### config.mk
export PLATFORM = sky130hd
export DESIGN_NAME = mem_burst_master
export DESIGN_NICKNAME = d
export VERILOG_FILES = /design/src/rtl/mem_burst_master.sv
export SDC_FILE = /design/constraint.sdc
export NUM_CORES = 1
export LEC_CHECK = 0
export CORE_AREA = 5 5 100 102
export DETAILED_ROUTE_END_ITERATION = 16
export DIE_AREA = 0 0 105 107
export GPL_ROUTABILITY_DRIVEN = 1
export PLACE_DENSITY = 0.74
export SYNTH_ARGS = -nofsm -noshare
export SYNTH_HDL_FRONTEND = slang
export SYNTH_SLANG_ARGS = --single-unit
export TNS_END_PERCENT = 100
### constraint.sdc
create_clock -name clk -period 3.75 [get_ports clk]
set_clock_uncertainty 0.1 [all_clocks]
set_input_delay 0.9375 -clock clk [delete_from_list [all_inputs] [get_ports clk]]
set_output_delay 0.9375 -clock clk [all_outputs]
set_load 0.02 [all_outputs]
### src/rtl/mem_burst_master.sv
// Burst master for a single-port memory with combinational read.
// Splits write/read bursts into per-word memory accesses with handshakes.
module mem_burst_master #(
    parameter int N = 32,
    parameter int M = 16
) (
    input  logic         clk,
    input  logic         rst,
    input  logic         req_valid,
    output logic         req_ready,
    input  logic         req_we,
    input  logic [M-1:0] req_addr,
    input  logic [3:0]   req_len,
    input  logic [N-1:0] wdata,
    input  logic         wdata_valid,
    output logic         wdata_ready,
    output logic [N-1:0] rdata,
    output logic         rdata_valid,
    output logic         rdata_last,
    input  logic         rdata_ready,
    output logic         done,
    output logic [M-1:0] mem_address,
    output logic         mem_wf,
    output logic [N-1:0] mem_w,
    input  logic [N-1:0] mem_v
);

    typedef enum logic [1:0] {
        S_IDLE,
        S_WRITE,
        S_READ
    } state_t;

    localparam logic [M-1:0] ADDR_ONE = {{(M-1){1'b0}}, 1'b1};

    state_t       r_state;
    state_t       w_state_nxt;
    logic [M-1:0] r_cur_addr;
    logic [M-1:0] w_addr_nxt;
    logic [3:0]   r_beats_left;
    logic [3:0]   w_beats_nxt;
    logic [N-1:0] r_rdata;
    logic         r_rdata_valid;
    logic         r_rdata_last;
    logic         r_done;
    logic         w_wr_beat;
    logic         w_fetch;
    logic         w_consume;
    logic         w_last_beat;

    assign w_last_beat = (r_beats_left == 4'd0);
    assign w_consume   = r_rdata_valid && rdata_ready;

    assign mem_address = r_cur_addr;
    assign mem_w       = wdata;
    assign rdata       = r_rdata;
    assign rdata_valid = r_rdata_valid;
    assign rdata_last  = r_rdata_last;
    assign done        = r_done;

    // Next-state, counter updates and handshake outputs per state
    always_comb begin
        w_state_nxt = r_state;
        w_addr_nxt  = r_cur_addr;
        w_beats_nxt = r_beats_left;
        req_ready   = 1'b0;
        wdata_ready = 1'b0;
        mem_wf      = 1'b0;
        w_wr_beat   = 1'b0;
        w_fetch     = 1'b0;
        case (r_state)
            S_IDLE: begin
                req_ready = 1'b1;
                if (req_valid) begin
                    w_addr_nxt  = req_addr;
                    w_beats_nxt = req_len;
                    w_state_nxt = req_we ? S_WRITE : S_READ;
                end
            end
            S_WRITE: begin
                wdata_ready = 1'b1;
                mem_wf      = wdata_valid;
                if (wdata_valid) begin
                    w_wr_beat  = 1'b1;
                    w_addr_nxt = r_cur_addr + ADDR_ONE;
                    if (w_last_beat) begin
                        w_state_nxt = S_IDLE;
                    end else begin
                        w_beats_nxt = r_beats_left - 4'd1;
                    end
                end
            end
            S_READ: begin
                // Fetch only when the output slot is empty or being drained
                if (!r_rdata_valid || rdata_ready) begin
                    w_fetch    = 1'b1;
                    w_addr_nxt = r_cur_addr + ADDR_ONE;
                    if (w_last_beat) begin
                        w_state_nxt = S_IDLE;
                    end else begin
                        w_beats_nxt = r_beats_left - 4'd1;
                    end
                end
            end
            default: begin
                w_state_nxt = S_IDLE;
            end
        endcase
    end

    // FSM state, address pointer and remaining-beat counter
    always_ff @(posedge clk or posedge rst) begin
        if (rst) begin
            r_state      <= S_IDLE;
            r_cur_addr   <= '0;
            r_beats_left <= '0;
        end else begin
            r_state      <= w_state_nxt;
            r_cur_addr   <= w_addr_nxt;
            r_beats_left <= w_beats_nxt;
        end
    end

    // Read output slot: load on fetch, empty on consumption
    always_ff @(posedge clk or posedge rst) begin
        if (rst) begin
            r_rdata       <= '0;
            r_rdata_valid <= 1'b0;
            r_rdata_last  <= 1'b0;
        end else if (w_fetch) begin
            r_rdata       <= mem_v;
            r_rdata_valid <= 1'b1;
            r_rdata_last  <= w_last_beat;
        end else if (w_consume) begin
            r_rdata_valid <= 1'b0;
            r_rdata_last  <= 1'b0;
        end
    end

    // Completion pulse after last write beat or last read beat taken
    always_ff @(posedge clk or posedge rst) begin
        if (rst) begin
            r_done <= 1'b0;
        end else begin
            r_done <= (w_wr_beat && w_last_beat) ||
                      (w_consume && r_rdata_last);
        end
    end

endmodule

# Word level (Yosys, flattened, before mapping)
# Cells that the tools add are included.
# totals
reg_bits,57
inputBits,90
out_inout_bits,86
# classes
add_sub_neg,2
eq_ne,5
n_mux,25
reduce_logical,12
# op_table
operator,n
two-way mux 16 bit,3
one-hot mux 16 bit (3 select lines),1
"adder 16 x 1 -> 16 bit, second input constant",1
two-way mux 4 bit,4
one-hot mux 4 bit (3 select lines),1
two-way mux 1 bit,10
two-way mux 2 bit,5
"inequality test 2 bit, second input constant",3
one-hot mux 2 bit (3 select lines),1
logical NOT 4 bit,1
AND reduction 4 bit,1
"subtractor 4 x 1 -> 4 bit, second input constant",1
logical AND 1 bit,3
AND reduction 3 bit,1
nonzero test 3 bit,1
"== test 2 x 1 -> 1 bit, second input constant",1
"== test 2 bit, second input constant",1
logical NOT 2 bit,1
logical OR 1 bit,2
nonzero test 2 bit,1
logical NOT 1 bit,1

# Depth between registers and ports, before layout
# logic_depth
ltp_word,5
depth_mapped,8
depth_no_buf,6

# Least setup slack after synthesis
# OpenSTA, ideal clock, no wires.
# synth_path
path_type,input port to output port
from,in wdata_valid
to,out mem_wf
arrival_ns,1.164
required_time_ns,2.713
setup_slack_ns,1.549
cell_stages,1
n_path_buf,0
cell_sequence,and2_1
# synth_between
elab_chain_len,1
# synth_lines
item,line_no,text
start: declaration,15,"input logic wdata_valid,"
two-way mux 1 bit,71,case (r_state)
end: declaration,23,"output logic mem_wf,"
# No other way between the ends.

# Worst setup path after layout
# Ends and elaborated chain as after synthesis.

==> impl_table.tex <==
\begin{tabular}{lr}
\hline
Metric & Value \\
\hline
\multicolumn{2}{l}{\textbf{Status}} \\
\quad Run status & complete, no violations \\
\multicolumn{2}{l}{\textbf{Synthesis}} \\
\quad Mean Syn Cell Area & 11.0 um2 \\
\quad Synth warnings & 0 \\
\quad Adder-cell share of the synthesized area & 2.45\% \\
\quad Total nets after synthesis & 374 \\
\quad Largest family of logic cells by synthesized area & simple AND/OR/NAND/NOR gates \\
\quad Total of flip-flops plus latches after synthesis & 57 \\
\quad Synthesized cell area & 3070 um2 \\
\quad Cell taking the most area after synthesis & sky130\_fd\_sc\_hd\_\_dfrtp\_1 \\
\quad Top flip-flop cell by instance count after synthesis & sky130\_fd\_sc\_hd\_\_dfrtp\_1 \\
\quad Fraction of synthesis flops using an asynchronous set or reset pin & 100\% \\
\quad XOR/XNOR Fraction of Synth Area & 0\% \\
\quad Number of unique standard cell types used by synthesis & 49 \\
\quad Number of instances in the synthesized netlist & 278 \\
\quad Portion of synthesized cell area occupied by the leading cell type & between 40\% and 50\% \\
\quad Share of synthesized area spent on multiplexers & 13.7\% \\
\quad Seq/Total Area, Yosys & 46.5\% \\
\quad Fraction of the mapped netlist area in compound gates & 12.5\% \\
\quad Area contributors post-synth & sky130\_fd\_sc\_hd\_\_dfrtp\_1 46\%, sky130\_fd\_sc\_hd\_\_mux2\_2 12\%, sky130\_fd\_sc\_hd\_\_buf\_4 8.1\%, sky130\_fd\_sc\_hd\_\_a21oi\_1 3.1\%, sky130\_fd\_sc\_hd\_\_ha\_1 2.4\% \\
\quad Number of synthesized flops with an enable pin & 0 \\
\quad Basic-gate share of the synthesized area counting and, or, nand and nor cells & roughly 14\% \\
\multicolumn{2}{l}{\textbf{Power}} \\
\quad Switching portion of total power & 41.9\% \\
\quad Power Dens Cells & 926 nW/um2 \\
\quad Switching component of the power & 0.00164 W \\
\quad Largest voltage drop on the vdd net & roughly 500 uV \\
\quad Power Internal & about 0.0023 W \\
\quad Proportion of power drawn by combinational gates & 56.1\% \\
\quad Clock group share of total power & 12.8\% \\
\quad Sequential share of power & 31.1\% \\
\quad Pleak & roughly 1.7 nW \\
\multicolumn{2}{l}{\textbf{Setup path}} \\
\quad Required time at the worst-slack endpoint & between 2 and 3 ns \\
\quad Sequence of cells on the critical path & clkdlybuf4s50\_1 > and2\_1 > clkdlybuf4s50\_1 \\
\quad Worst Setup SP & wdata\_valid \\
\quad Launching point of the worst reg2reg path & r\_state[0]\$\_DFFE\_PP0P\_ \\
\quad Capturing point of the worst reg2reg path & mem\_address[7]\$\_DFFE\_PP0P\_ \\
\quad Cell type with the highest occurrence count on the critical path & sky130\_fd\_sc\_hd\_\_clkdlybuf4s50\_1 \\
\quad Highest-delay cell along the critical path & sky130\_fd\_sc\_hd\_\_clkdlybuf4s50\_1 \\
\quad Depth of the worst register-to-register path & 7 \\
\quad Capturing element of the worst setup path & mem\_wf \\
\quad Critical path type & in -> out \\
\quad Register-to-register setup slack & between 1 and 1.5 ns \\
\quad Slowest Stage Delay on Critical Path & 0.61 ns \\
\quad Element type at the critical path end & primary output \\
\quad Arrival time reported for the critical path endpoint & 2.14 ns \\
\quad Category of the worst setup path launch point & input port \\
\quad Max Fanout on Critical Path & 2 \\
\multicolumn{2}{l}{\textbf{Placed design}} \\
\quad Minimum setup slack after placement & 0.572 ns \\
\quad Number of buffer cells added on primary ports & $\sim$110 \\
\quad DP Wirelength & 5.67 mm \\
\quad \# placed instances & around 460 \\
\quad Placed standard-cell area & 4050 um2 \\
\quad Final estimated routing congestion in global placement & 0.749 \\
\multicolumn{2}{l}{\textbf{Global routing}} \\
\quad Via count of the first global-routing pass & 2468 \\
\quad Met1 Track Usage GR & between 10\% and 20\% \\
\quad Global-route wire length before repair & around 13 mm \\
\quad GRT met3 Usage & about 3.8\% \\
\quad Number of antenna violations at the first check in global routing & 0 \\
\quad Global Route met2 Usage & 22.7\% \\
\quad Busiest grt layer & met2 \\
\quad Total congestion overflow & 0 \\
\quad Maximum number of pins on one net before global-route repair & 58 \\
\quad Tot GR Track Use & 13.6\% \\
\multicolumn{2}{l}{\textbf{Finish}} \\
\quad Layout Cell Area excl Fill & 4220 um2 \\
\quad Count of nets after finishing & 455 \\
\quad Count of non-filler cells in the finished layout & roughly 480 \\
\quad Layout Area Growth over Synthesis & 37.5\% \\
\quad Ratio of cells with drive above 1 in the final layout & between 15 and 20\% \\
\quad Leading cell type in the layout, fill and taps excluded & sky130\_fd\_sc\_hd\_\_clkdlybuf4s50\_1 \\
\quad Most frequent cells in the layout & 111 x sky130\_fd\_sc\_hd\_\_clkdlybuf4s50\_1, 57 x sky130\_fd\_sc\_hd\_\_dfrtp\_1, 32 x sky130\_fd\_sc\_hd\_\_mux2\_2 \\
\quad Ant diodes & 0 \\
\quad Final standard cell utilization of the core & 46.8\% \\
\multicolumn{2}{l}{\textbf{Timing}} \\
\quad Share of the clock period used by the worst path & 84.8\% \\
\quad RSZ-0062 raised after global routing & no \\
\quad Final hold viol count & 0 \\
\quad Worst rel slew slack & 51.8\% \\
\quad Number of pins with negative max-slew slack in the final report & 0 \\
\quad Slew of the pin with the lowest slew margin & $\sim$0.72 ns \\
\quad Final total negative setup slack & 0 ns \\
\quad Final number of setup-violating endpoints & 0 \\
\quad Max frequency & between 0.3 and 0.4 GHz \\
\quad Time the worst path needs with I/O delays and setup & 3.18 ns \\
\quad Worst-case setup margin in the final layout & 0.571 ns \\
\multicolumn{2}{l}{\textbf{Die}} \\
\quad Core region area & 9020 um2 \\
\quad Initial core utilization & 34.0\% \\
\quad Die height & 107 um \\
\quad Top Ports & 176 \\
\quad Area enclosed by the die boundary & 11200 um2 \\
\quad DIE WIDTH & 105 um \\
\quad Floorplan row count & 35 \\
\multicolumn{2}{l}{\textbf{Clocking}} \\
\quad Cts-stage hold buffer count & 0 \\
\quad Number of CTS-inserted buffers & 9 \\
\quad Setup repair bufs after CTS & 0 \\
\quad Clock Pin Slew Worst Setup and Hold Paths & $\sim$0.06 ns \\
\quad Post-CTS Resized & 0 \\
\quad H-tree depth reported by CTS & 3 \\
\quad Clock Sink Count & 57 \\
\quad Insertion delay of the later-clocked pin in the worst-skew pair & 0.32 ns \\
\quad Clock tree from TritonCTS & built \\
\quad Clock Root Buffer & sky130\_fd\_sc\_hd\_\_clkbuf\_8 \\
\quad Max Root-Sink Buffers & 2 \\
\multicolumn{2}{l}{\textbf{Detailed routing}} \\
\quad Count of nets left with antenna violations after detail routing & 0 \\
\quad Total Routed Length & 7.65 mm \\
\quad First-pass detailed-route iteration total & 4 \\
\quad Average routed wire per standard cell & 16.1 um \\
\quad Routed vias/inst & just over 5 \\
\quad DRC violation count after routing & 0 \\
\quad Number of design-rule violations left by the first detailed-router iteration & 77 \\
\quad Routed via count & 2422 \\
\multicolumn{2}{l}{\textbf{Job}} \\
\quad Count of maximum capacitance violations & 0 \\
\multicolumn{2}{l}{\textbf{Worst hold path}} \\
\quad Classification of the worst-slack hold path & reg -> reg \\
\hline
\end{tabular}
## synthesized netlist by cell type (all sizes together) (2+ instances only)
cell type,number
nor4,3
mux2,32
nand3,12
and3,5
o31ai,3
ha,6
inv,7
a2bb2oi,7
dfrtp,57
nand2b,9
and4b,2
nand2,13
mux2i,6
clkbuf,4
buf,41
o22ai,3
nand4,6
nor3,3
o21ai,15
a21oi,20
nor2,4
## stage by stage
| step | power (W) | hold slack (ns) |
|---|---|---|
| 2_1_floorplan | 0.00261 | 0.449 |
| 3_3_place_gp | 0.00338 | 0.386 |
| 3_5_place_dp | 0.00344 | 0.393 |
| 4_1_cts | 0.00396 | 0.408 |
| 5_1_grt | 0.00421 | 0.415 |
| 6_report | 0.00391 | 0.402 |
## state kept, by name (all words and copies together) (netlist names)
name          flops
r_state           2
r_beats_left      4
mem_address      16
done              1
rdata_last        1
rdata            32
rdata_valid       1
## cell type report
type | instances | area (um2)
inverters | 7 | 26.3
fillers | 850 | 4800
well taps | 111 | 139
repair buffers | 115 | 1140
flip-flops and latches | 57 | 1430
clock inverters | 5 | 31.3
multi-input cells | 169 | 1310
clock buffers | 11 | 141
## worst max-delay path: cells and delay by family
family / cells / cell delay (ns)
and+or+nand+nor: 1 / 0.14
buffers and inverters: 2 / 1.07
## routing by layer
metal / part of all wire (%) / vias to the layer above / routed length, um
met2: 53 / 80 / 4040
met4: 1.6 / 0 / 126
met1: 39 / 1193 / 2970
li1: - / 1139 / -
met5: 0 / - / 0
met3: 6.8 / 10 / 519
## worst min-delay path by stage
| stage | from | slack, ns | end | cells past startpoint |
|---|---|---|---|---|
| after floorplan | r_beats_left[2]$_DFFE_PP0P_ | 0.45 | r_beats_left[2]$_DFFE_PP0P_ | 2 |
| after global placement | rdata[24]$_DFFE_PP0P_ | 0.39 | rdata[24]$_DFFE_PP0P_ | 1 |
| after detailed placement | rdata[16]$_DFFE_PP0P_ | 0.39 | rdata[16]$_DFFE_PP0P_ | 1 |
| after CTS | rdata[30]$_DFFE_PP0P_ | 0.41 | rdata[30]$_DFFE_PP0P_ | 1 |
| after global routing | rdata[30]$_DFFE_PP0P_ | 0.41 | rdata[30]$_DFFE_PP0P_ | 1 |
| final | rdata[27]$_DFFE_PP0P_ | 0.40 | rdata[27]$_DFFE_PP0P_ | 1 |
## power by group through the flow
stage               clock network [W]  registers (W)  logic, W
CTS                          0.000522        0.00122   0.00222
detailed placement                  0        0.00122   0.00221
global route                 0.000557        0.00126   0.00239
global placement                    0        0.00121   0.00217
floorplan                           0        0.00152   0.00109
finish                       0.000501        0.00121   0.00219
## cell families (layout without fill, tap and decap cells)
| logic type | Yosys count | in the layout |
|---|---|---|
| flip-flops | 57 | 57 |
| buffers and inverters | 52 | 138 |
| multiplexers | 38 | 38 |
| AO/OA/AOI/OAI | 60 | 60 |
| adder cells (fa/ha/maj) | 6 | 6 |
| AND/OR/NAND/NOR | 65 | 65 |
No activity file was read; power rests on OpenSTA's default activity.
